[src/rtl/cmp_arb_pkg.sv]
// rtl/cmp_arb_pkg.sv - shared types, result bit positions and round-robin picker for cmp_arbiter
package cmp_arb_pkg;

  typedef enum logic [1:0] {
    IDLE = 2'd0,
    CMP  = 2'd1,
    RESP = 2'd2
  } state_t;

  localparam int GT_BIT  = 2;
  localparam int EQ_BIT  = 1;
  localparam int LT_BIT  = 0;

  // Widest requester set the picker handles; narrower arbiters zero-extend.
  localparam int MAX_REQ = 16;

  // One-hot grant of the first valid bit at or after ptr, wrapping modulo n.
  function automatic logic [MAX_REQ-1:0] rr_pick(input logic [MAX_REQ-1:0] valid,
                                                 input logic [3:0]         ptr,
                                                 input int                 n);
    logic [MAX_REQ-1:0] grant;
    logic [3:0]         idx;
    logic               found;
    grant = '0;
    found = 1'b0;
    for (int i = 0; i < MAX_REQ; i++) begin
      idx = 4'((int'(ptr) + i) % n);
      if (i < n && !found && valid[idx]) begin
        grant[idx] = 1'b1;
        found      = 1'b1;
      end
    end
    return grant;
  endfunction

endpackage

[src/rtl/comparator_8bit.sv]
// rtl/comparator_8bit.sv - shared 8-bit magnitude comparator, signed when CMP_ARB_SIGNED_EN is defined
module comparator_8bit
  import cmp_arb_pkg::*;
(
  input  logic [7:0] a,
  input  logic [7:0] b,
  output logic [2:0] result
);

  // Exactly one of gt/eq/lt is set for any operand pair.
  always_comb begin
    result = '0;
`ifdef CMP_ARB_SIGNED_EN
    if ($signed(a) > $signed(b)) begin
      result[GT_BIT] = 1'b1;
    end else if (a == b) begin
      result[EQ_BIT] = 1'b1;
    end else begin
      result[LT_BIT] = 1'b1;
    end
`else
    if (a > b) begin
      result[GT_BIT] = 1'b1;
    end else if (a == b) begin
      result[EQ_BIT] = 1'b1;
    end else begin
      result[LT_BIT] = 1'b1;
    end
`endif
  end

endmodule

[src/rtl/cmp_arbiter.sv]
// rtl/cmp_arbiter.sv - round-robin arbiter sharing one comparator_8bit; CMP_ARB_SIGNED_EN selects signed compare
module cmp_arbiter
  import cmp_arb_pkg::*;
#(
  parameter int N_REQ = 4,
  parameter int DW    = 8,
  parameter int IDW   = $clog2(N_REQ)
) (
  input  logic              clk,
  input  logic              rst,
  input  logic [N_REQ-1:0]    req_valid,
  output logic [N_REQ-1:0]    req_ready,
  input  logic [N_REQ*DW-1:0] req_a,
  input  logic [N_REQ*DW-1:0] req_b,
  output logic                rsp_valid,
  input  logic                rsp_ready,
  output logic [IDW-1:0]      rsp_id,
  output logic [2:0]          rsp_out
);

  if (DW != 8) begin : g_bad_dw
    $error("cmp_arbiter: DW must be 8 to match the shared comparator");
  end

  state_t           state;
  state_t           next_state;
  logic [IDW-1:0]   ptr;
  logic [IDW-1:0]   ptr_next;
  logic [IDW-1:0]   id_q;
  logic [IDW-1:0]   grant_idx;
  logic [DW-1:0]    a_q;
  logic [DW-1:0]    b_q;
  logic [N_REQ-1:0] grant;
  logic [2:0]       cmp_result;

  // Grant is computed every cycle but only exposed as req_ready while IDLE.
  assign grant    = N_REQ'(rr_pick(MAX_REQ'(req_valid), 4'(ptr), N_REQ));
  assign ptr_next = (id_q == IDW'(N_REQ - 1)) ? '0 : id_q + 1'b1;

  // Encode the one-hot grant into the winner's index for operand muxing.
  always_comb begin
    grant_idx = '0;
    for (int i = 0; i < N_REQ; i++) begin
      if (grant[i]) begin
        grant_idx = IDW'(i);
      end
    end
  end

  // State register.
  always_ff @(posedge clk or posedge rst) begin
    if (rst) begin
      state <= IDLE;
    end else begin
      state <= next_state;
    end
  end

  // Next-state: grant -> CMP, always CMP -> RESP, RESP waits for the consumer.
  always_comb begin
    next_state = state;
    case (state)
      IDLE:    if (|grant) next_state = CMP;
      CMP:     next_state = RESP;
      RESP:    if (rsp_ready) next_state = IDLE;
      default: next_state = IDLE;
    endcase
  end

  // Outputs: accept only while idle, so rsp_ready never reaches req_ready.
  always_comb begin
    req_ready = '0;
    if (state == IDLE) begin
      req_ready = grant;
    end
  end

  // Datapath: latch winner, register compare result, advance pointer on release.
  always_ff @(posedge clk or posedge rst) begin
    if (rst) begin
      a_q       <= '0;
      b_q       <= '0;
      id_q      <= '0;
      ptr       <= '0;
      rsp_valid <= 1'b0;
      rsp_out   <= 3'b000;
      rsp_id    <= '0;
    end else begin
      case (state)
        IDLE: begin
          if (|grant) begin
            a_q  <= req_a[int'(grant_idx)*DW +: DW];
            b_q  <= req_b[int'(grant_idx)*DW +: DW];
            id_q <= grant_idx;
          end
        end
        CMP: begin
          rsp_out   <= cmp_result;
          rsp_id    <= id_q;
          rsp_valid <= 1'b1;
        end
        RESP: begin
          if (rsp_ready) begin
            rsp_valid <= 1'b0;
            ptr       <= ptr_next;
          end
        end
        default: ;
      endcase
    end
  end

  comparator_8bit u_cmp (
    .a      (a_q),
    .b      (b_q),
    .result (cmp_result)
  );

endmodule

[config.mk]
export PLATFORM = sky130hd
export DESIGN_NAME = cmp_arbiter
export DESIGN_NICKNAME = d
export VERILOG_FILES = /design/src/rtl/cmp_arb_pkg.sv /design/src/rtl/comparator_8bit.sv /design/src/rtl/cmp_arbiter.sv
export SDC_FILE = /design/constraint.sdc
export NUM_CORES = 1
export LEC_CHECK = 0
export CAP_MARGIN = 0
export CORE_MARGIN = 2
export CORE_UTILIZATION = 30
export DETAILED_ROUTE_END_ITERATION = 16
export HOLD_SLACK_MARGIN = 0.15
export PLACE_DENSITY = 0.58
export SLEW_MARGIN = 25
export SYNTH_ARGS = -nofsm -noshare
export SYNTH_HDL_FRONTEND = slang
export SYNTH_SLANG_ARGS = --single-unit
[constraint.sdc]
create_clock -name clk -period 3.85 [get_ports clk]
set_input_delay 0.77 -clock clk [delete_from_list [all_inputs] [get_ports clk]]
set_output_delay 0.77 -clock clk [all_outputs]
set_load 0.1 [all_outputs]
After elaboration in Yosys (flattened, before gate mapping)
Index checks and enable logic that the tools add are counted.
- output and inout bits: 10
- flip-flop bits (word level): 28
- input port bits: 71
- $lt $le $gt $ge: 9
- reduce and logical (&&, ||, !) cells: 20
- add/sub/neg operators: 4
- equal/unequal tests: 6
- bitwise logic cells: 6
- multiplexer cells: 37
- shift-type cells: 2
- operators with widths (kind ; number):
    32-bit by 6-bit indexed part select with 8-bit output ; 2
    4-bit two-way mux ; 5
    1-bit two-way mux ; 16
    4-bit by 5-bit less-than comparator with 1-bit output, second input constant ; 3
    4-bit by 1-bit >= comparator with 1-bit output, second input constant ; 3
    2-bit two-way mux ; 6
    4-bit bitwise OR ; 3
    1-bit binary-select mux with 3-bit select ; 3
    1-bit demux with 3-bit select ; 3
    8-bit equality test ; 1
    8-bit greater-than comparator ; 1
    2-bit AND reduction ; 4
    1-bit logical AND ; 7
    2-bit one-hot mux with 3 select lines ; 1
    2-bit OR reduction ; 3
    2-bit by 5-bit less-than comparator with 1-bit output, second input constant ; 1
    2-bit by 1-bit adder with 2-bit output, second input constant ; 2
    2-bit adder, second input constant ; 2
    2-bit equality test, second input constant ; 2
    2-bit inequality test, second input constant ; 2
    4-bit OR reduction ; 1
    1-bit bitwise AND, first input constant ; 3
    1-bit logical NOT ; 3
    1-bit binary-select mux with 2-bit select ; 1
    6 further kinds ; 6

Depth between registers and ports, before layout
- word-level depth: 17
- mapped depth: 12
- gate-level depth less buffers: 9

Cells and area by module
From an unflattened synthesis, not the netlist that was laid out.
- cell total of the unflattened synthesis: 239
- area, all modules: 2282.2 µm²
- modules (own cells, without submodules) (module ; times used ; area an instance (µm²) ; cells each):
    cmp_arbiter ; 1 ; 2065.7 ; 209
    comparator_8bit ; 1 ; 216.5 ; 30

Least setup slack after synthesis
No wires, ideal clock.
- path type: reg2out
- start: register ptr[0]
- end: output req_ready[3]
- data arrival time: 3.728 ns
- setup slack: -0.648 ns
- cell stages (with the launch flop): 10
- cells stage by stage: dfrtp_1 -> buf_6 -> inv_1 -> ha_1 -> mux4_2 -> nor4b_4 -> a221oi_2 -> buf_2 -> buf_1 -> nor2_1
- word-level cells in the longest chain between the ends: 14
- RTL lines (element ; RTL line ; text):
    start, declared ; cmp_arbiter.sv:27 ; logic [IDW-1:0] ptr;
    start signal, assigned ; cmp_arbiter.sv:105 ; ptr <= ptr_next;
    2-bit by 1-bit adder with 2-bit output ; cmp_arb_pkg.sv:27 ; idx = 4'((int'(ptr) + i) % n);
    2-bit OR reduction (no source line) ; - ;
    1-bit bitwise AND (no source line) ; - ;
    4-bit by 5-bit less-than comparator with 1-bit output (implied by the code) (tied with other cells) ; cmp_arb_pkg.sv:29 ; grant[idx] = 1'b1;
    1-bit logical AND (implied by the code) or 1-bit two-way mux (tied branches) ; cmp_arb_pkg.sv:29, cmp_arb_pkg.sv:28 ;
    1-bit two-way mux (implied by the code) or 1-bit logical AND (tied branches) ; cmp_arb_pkg.sv:29, cmp_arb_pkg.sv:28 ;
    1-bit demux with 3-bit select or 1-bit two-way mux (tied branches) ; cmp_arb_pkg.sv:29, cmp_arb_pkg.sv:28 ;
    4-bit bitwise OR (no source line) or 1-bit logical NOT (tied branches) ; - ;
    4-bit two-way mux or 1-bit logical AND (tied branches) ; cmp_arb_pkg.sv:28 ; if (i < n && !found && valid[idx]) begin
    4-bit bitwise OR (no source line) or 1-bit two-way mux (tied branches) ; - ;
    4-bit two-way mux or 1-bit logical NOT (tied branches) ; cmp_arb_pkg.sv:28 ;
    4-bit bitwise OR (no source line) or 1-bit logical AND (tied branches) ; - ;
    4-bit two-way mux * ; cmp_arb_pkg.sv:28 ;
    4-bit two-way mux * ; cmp_arbiter.sv:73 ; if (state == IDLE) begin
    end, declared ; cmp_arbiter.sv:12 ; output logic [N_REQ-1:0] req_ready,
Every way passes the cells marked *; elsewhere a longest branch is shown, timed or not. The select of a mux whose other input is x is not followed.

Worst setup path in the final report
- start: input req_valid[2]
- end: output req_ready[0]
- word-level cells in the longest chain between the ends: 13
- RTL lines (element ; RTL line ; text):
    start, declared ; cmp_arbiter.sv:11 ; input logic [N_REQ-1:0] req_valid,
    1-bit binary-select mux with 2-bit select ; cmp_arb_pkg.sv:28 ;
    1-bit two-way mux (implied by the code) ; cmp_arb_pkg.sv:28 ;
    1-bit two-way mux ; cmp_arb_pkg.sv:28 ;
    1-bit logical NOT ; cmp_arb_pkg.sv:28 ;
    1-bit logical AND ; cmp_arb_pkg.sv:28 ;
    1-bit two-way mux ; cmp_arb_pkg.sv:28 ;
    1-bit logical NOT ; cmp_arb_pkg.sv:28 ;
    1-bit logical AND ; cmp_arb_pkg.sv:28 ;
    1-bit two-way mux ; cmp_arb_pkg.sv:28 ;
    1-bit logical NOT ; cmp_arb_pkg.sv:28 ;
    1-bit logical AND ; cmp_arb_pkg.sv:28 ;
    4-bit two-way mux * ; cmp_arb_pkg.sv:28 ;
    4-bit two-way mux * ; cmp_arbiter.sv:73 ;
Marks and branches as above.

==> results.rst <==
.. list-table::
   :header-rows: 1

   * - Metric
     - Value
   * - CTS clk-pin slew, worst paths
     - 0.10 ns
   * - Outcome
     - completed
   * - CP most frequent cell
     - sky130_fd_sc_hd__a21oi_1
   * - Leading post-synthesis cells by instance count
     - sky130_fd_sc_hd__nand2_1, sky130_fd_sc_hd__dfrtp_1, sky130_fd_sc_hd__nor2_1, sky130_fd_sc_hd__a31oi_1
   * - Endpoint required time on the critical path
     - 3.08 ns
   * - Category of cells accounting for the largest share of critical-path delay
     - compound AO/OA/AOI/OAI gates
   * - Worst slack at placement
     - 0.2017 ns
   * - Hold-fix buffer count after cts
     - 0
   * - Number of synthesized flops with an enable pin
     - 0
   * - Post-layout instance count excluding filler cells
     - 409
   * - Setup repair after global routing missed its margin
     - false
   * - Share of the core filled with cells in the final layout
     - 46.28%
   * - Power Total
     - 3.203 mW
   * - Global router's overall resource usage
     - 14.90%
   * - Nature of the critical path endpoint
     - output pin
   * - Shortest clock period the worst path allows after layout
     - 3.642 ns
   * - Type of the setup path with the least slack
     - input port to output pin
   * - #FFs+latches synth
     - 28
   * - Dominant cell by count in the synthesized netlist
     - sky130_fd_sc_hd__nand2_1
   * - Placeable Area
     - 6832 µm²
   * - Inserted Clock Buffers
     - 3
   * - Power per standard cell area
     - 1013 nW/µm²
   * - Post-synth top area share
     - 32.96%
   * - Sequence of cells on the critical path
     - clkdlybuf4s50_1 > mux4_2 > a21oi_1 > a21oi_1 > a221oi_1 > nor2_2 > buf_12
   * - Proportion of synthesized flip-flops having asynchronous set or reset
     - 100.0%
   * - Die height
     - 88.18 µm
   * - Critical Path Max Stage Delay
     - 0.62 ns
   * - Portion of the clock cycle consumed by the worst path in the final layout
     - 94.59%
   * - Resized cells post-CTS
     - 0
   * - Peak clock frequency supported by timing
     - 0.2746 GHz
   * - Floorplan row count
     - 30
   * - Vias per cell
     - 4.802
   * - Clock Sink Count
     - 28
   * - Fin. Hold Viols
     - 0
   * - Clock Latency Late Sink
     - 0.27 ns
   * - Routed length per instance
     - 13.84 µm
   * - Bufs and invs on worst path
     - 2
   * - Clock root buffer
     - sky130_fd_sc_hd__clkbuf_8
   * - Clock Path Buffers
     - 2
   * - Met3 GRT Util
     - 1.602%
   * - Post-detailed-routing wire length
     - 5659 µm
   * - Quantity of I/O buffers inserted on ports
     - 80
   * - Clock H-tree levels
     - 1
   * - Number of max-cap violations
     - 0
   * - Total area of multi-input combinational cells
     - 1313 µm²
   * - Crit path max-delay cell type
     - sky130_fd_sc_hd__mux4_2
   * - Max Clock Skew
     - 0.002924 ns
   * - Placed wire-length estimate after detailed placement
     - 4481 µm
   * - Arrival time at the worst endpoint
     - 2.87 ns
   * - Routed via count
     - 1964
   * - Cell type contributing the most total cell area after synthesis
     - sky130_fd_sc_hd__dfrtp_1
   * - Tightest slew margin relative to the limit
     - 35.35%
   * - Final setup slack of the worst path
     - 0.2082 ns
   * - DRC viols
     - 0
   * - Number of nets in the finished design
     - 400
   * - Initial antenna violation count
     - 0
   * - Crit path max fanout
     - 11
   * - Synthesized area
     - 2126 µm²
   * - Reg area
     - 700.7 µm²
   * - I/O pin count
     - 81
   * - CTS tree
     - done
   * - Global-route wire length before repair
     - 8990 µm
   * - Most used routing layer in global routing
     - met1
   * - Mean instance size in the synthesized netlist
     - 9.085 µm²
   * - Initial core utilization
     - 31.12%
   * - Final setup fails
     - 0
   * - DR pass1 iterations
     - 4
   * - Area added between synthesis and finish
     - 48.73%
   * - Fraction of final layout cells sized beyond drive strength 1
     - 11.18%
   * - Yosys warns
     - 0
   * - Leakage component of the power
     - 1.359 nW
   * - Actual slew at the worst max-slew pin
     - 0.9668 ns
   * - GRT met2 Usage
     - 21.87%
   * - CP startpoint kind
     - input port
   * - Antenna cells
     - 0
   * - Gate count after technology mapping
     - 234
   * - Number of setup buffers added after CTS
     - 0
   * - Count of cell types in the netlist
     - 39
   * - Number of DRC markers after the initial detailed-route iteration
     - 91
   * - Number of nets produced by synthesis
     - 320
   * - Max-slew violation count
     - 0
   * - Worst ir drop on vdd
     - 0.5838 mV
   * - Path class of the lowest-slack min-delay path
     - flip-flop to flip-flop
   * - Routability Congestion
     - 0.9143
   * - Maximum number of pins on one net before global-route repair
     - 38
   * - Congestion Overflow GR
     - 0
   * - Die outline width
     - 88.18 µm
   * - Fill cell total of the finished layout
     - 690
   * - Primary flip-flop cell chosen by synthesis mapping
     - sky130_fd_sc_hd__dfrtp_1
   * - Register area share after synthesis
     - 32.96%
   * - Met1 demand-to-capacity share in global routing
     - 22.46%
   * - Via count of the first global-routing pass
     - 1826
   * - Die area
     - 7776 µm²
   * - Post-Place Cells
     - 405
   * - Post-DRT Antenna Nets
     - 0
   * - Leading post-synthesis cells by cell area
     - sky130_fd_sc_hd__dfrtp_1, sky130_fd_sc_hd__ha_1, sky130_fd_sc_hd__nand2_1, sky130_fd_sc_hd__mux2i_1, sky130_fd_sc_hd__o211ai_1
## cell families after synthesis
family,synth area share (%)
and+or+nand+nor,17.95
adders and majority gates,8.829
DFF,32.96
buffers and inverters,7.357
AOI/OAI and AO/OA,20.60
muxes,12.30
## registers in the layout, summed over array words and instances (netlist names)
register and count:
a_q 8, b_q 8, id_q 2, ptr 2, rsp_id 2, rsp_out 3, rsp_valid 1, state 2
## worst paths after layout
kind	start	cells past startpoint	end	slack [ns]
hold reg to reg	rsp_id[0]	2	rsp_id[0]	0.48
setup / recovery	req_valid[2]	7	req_ready[0]	0.21
min in group asynchronous	rst	2	b_q[1]	0.87
hold / removal	rsp_id[0]	2	rsp_id[0]	0.48
setup reg to reg	ptr[0]	11	a_q[2]	0.79
max in group asynchronous	rst	2	b_q[0]	2.59
## power breakdown
part	internal, mW	leakage, nW	total, mW	switching, mW
registers	0.458	0.322	0.559	0.101
logic	0.962	1.01	2.46	1.50
clock network	0.0916	0.0288	0.185	0.0933
## routing by layer
metal	wire length (µm)	share of wire [%]
met1	2678	47
met2	2615	46
met3	269	4.8
met4	96	1.7
met5	0	0
## placed cells by master, fill, tap and decap left out, drive strengths merged
master and instances:
o22a 1, mux4 4, mux2i 16, inv 13
and2 1, o31ai 1, nand4 2, clkinv 1
dfrtp 28, a221oi 3, o21ai 7, nand2 44
clkdlybuf4s50 76, buf 13, nor3 1, a31oi 18
nor2 22, nor2b 2, nand3b 1, a21oi 8
or2 1, ha 15, nor3b 2, o211ai 16
a221o 1, a2111oi 1, or3 1, nor4b 2
a41oi 1, mux2 1, nand2b 3, clkbuf 4
o21a 3
## cell type report
| class | instances | share of cell area, % |
|---|---|---|
| multi-input cells | 178 | 41.51 |
| repair buffers | 89 | 29.13 |
| flip-flops and latches | 28 | 22.16 |
| well taps | 96 | 3.799 |
| clock buffers | 4 | 1.741 |
| inverters | 14 | 1.662 |
## worst reg2reg max path, delay by kind of cell, from the launching register on
| family | cells | cell delay (ns) |
|---|---|---|
| compound gates | 3 | 0.74 |
| mux | 2 | 0.69 |
| buf+inv | 3 | 0.67 |
| simple gates | 2 | 0.13 |
| flops | 1 | 0.39 |
| fa+ha+maj | 1 | 0.29 |
## metrics by stage
stage	TNS, ns	instance area, µm²	hold WS [ns]
after floorplan	-0.1944	2146	0.4656
after global placement	0	3107	0.4590
after detailed placement	0	3107	0.4628
after CTS	0	3162	0.4871
after global routing	0	3162	0.4994
final	0	3162	0.4783
Note: power is estimated with default switching activity, not from simulation.
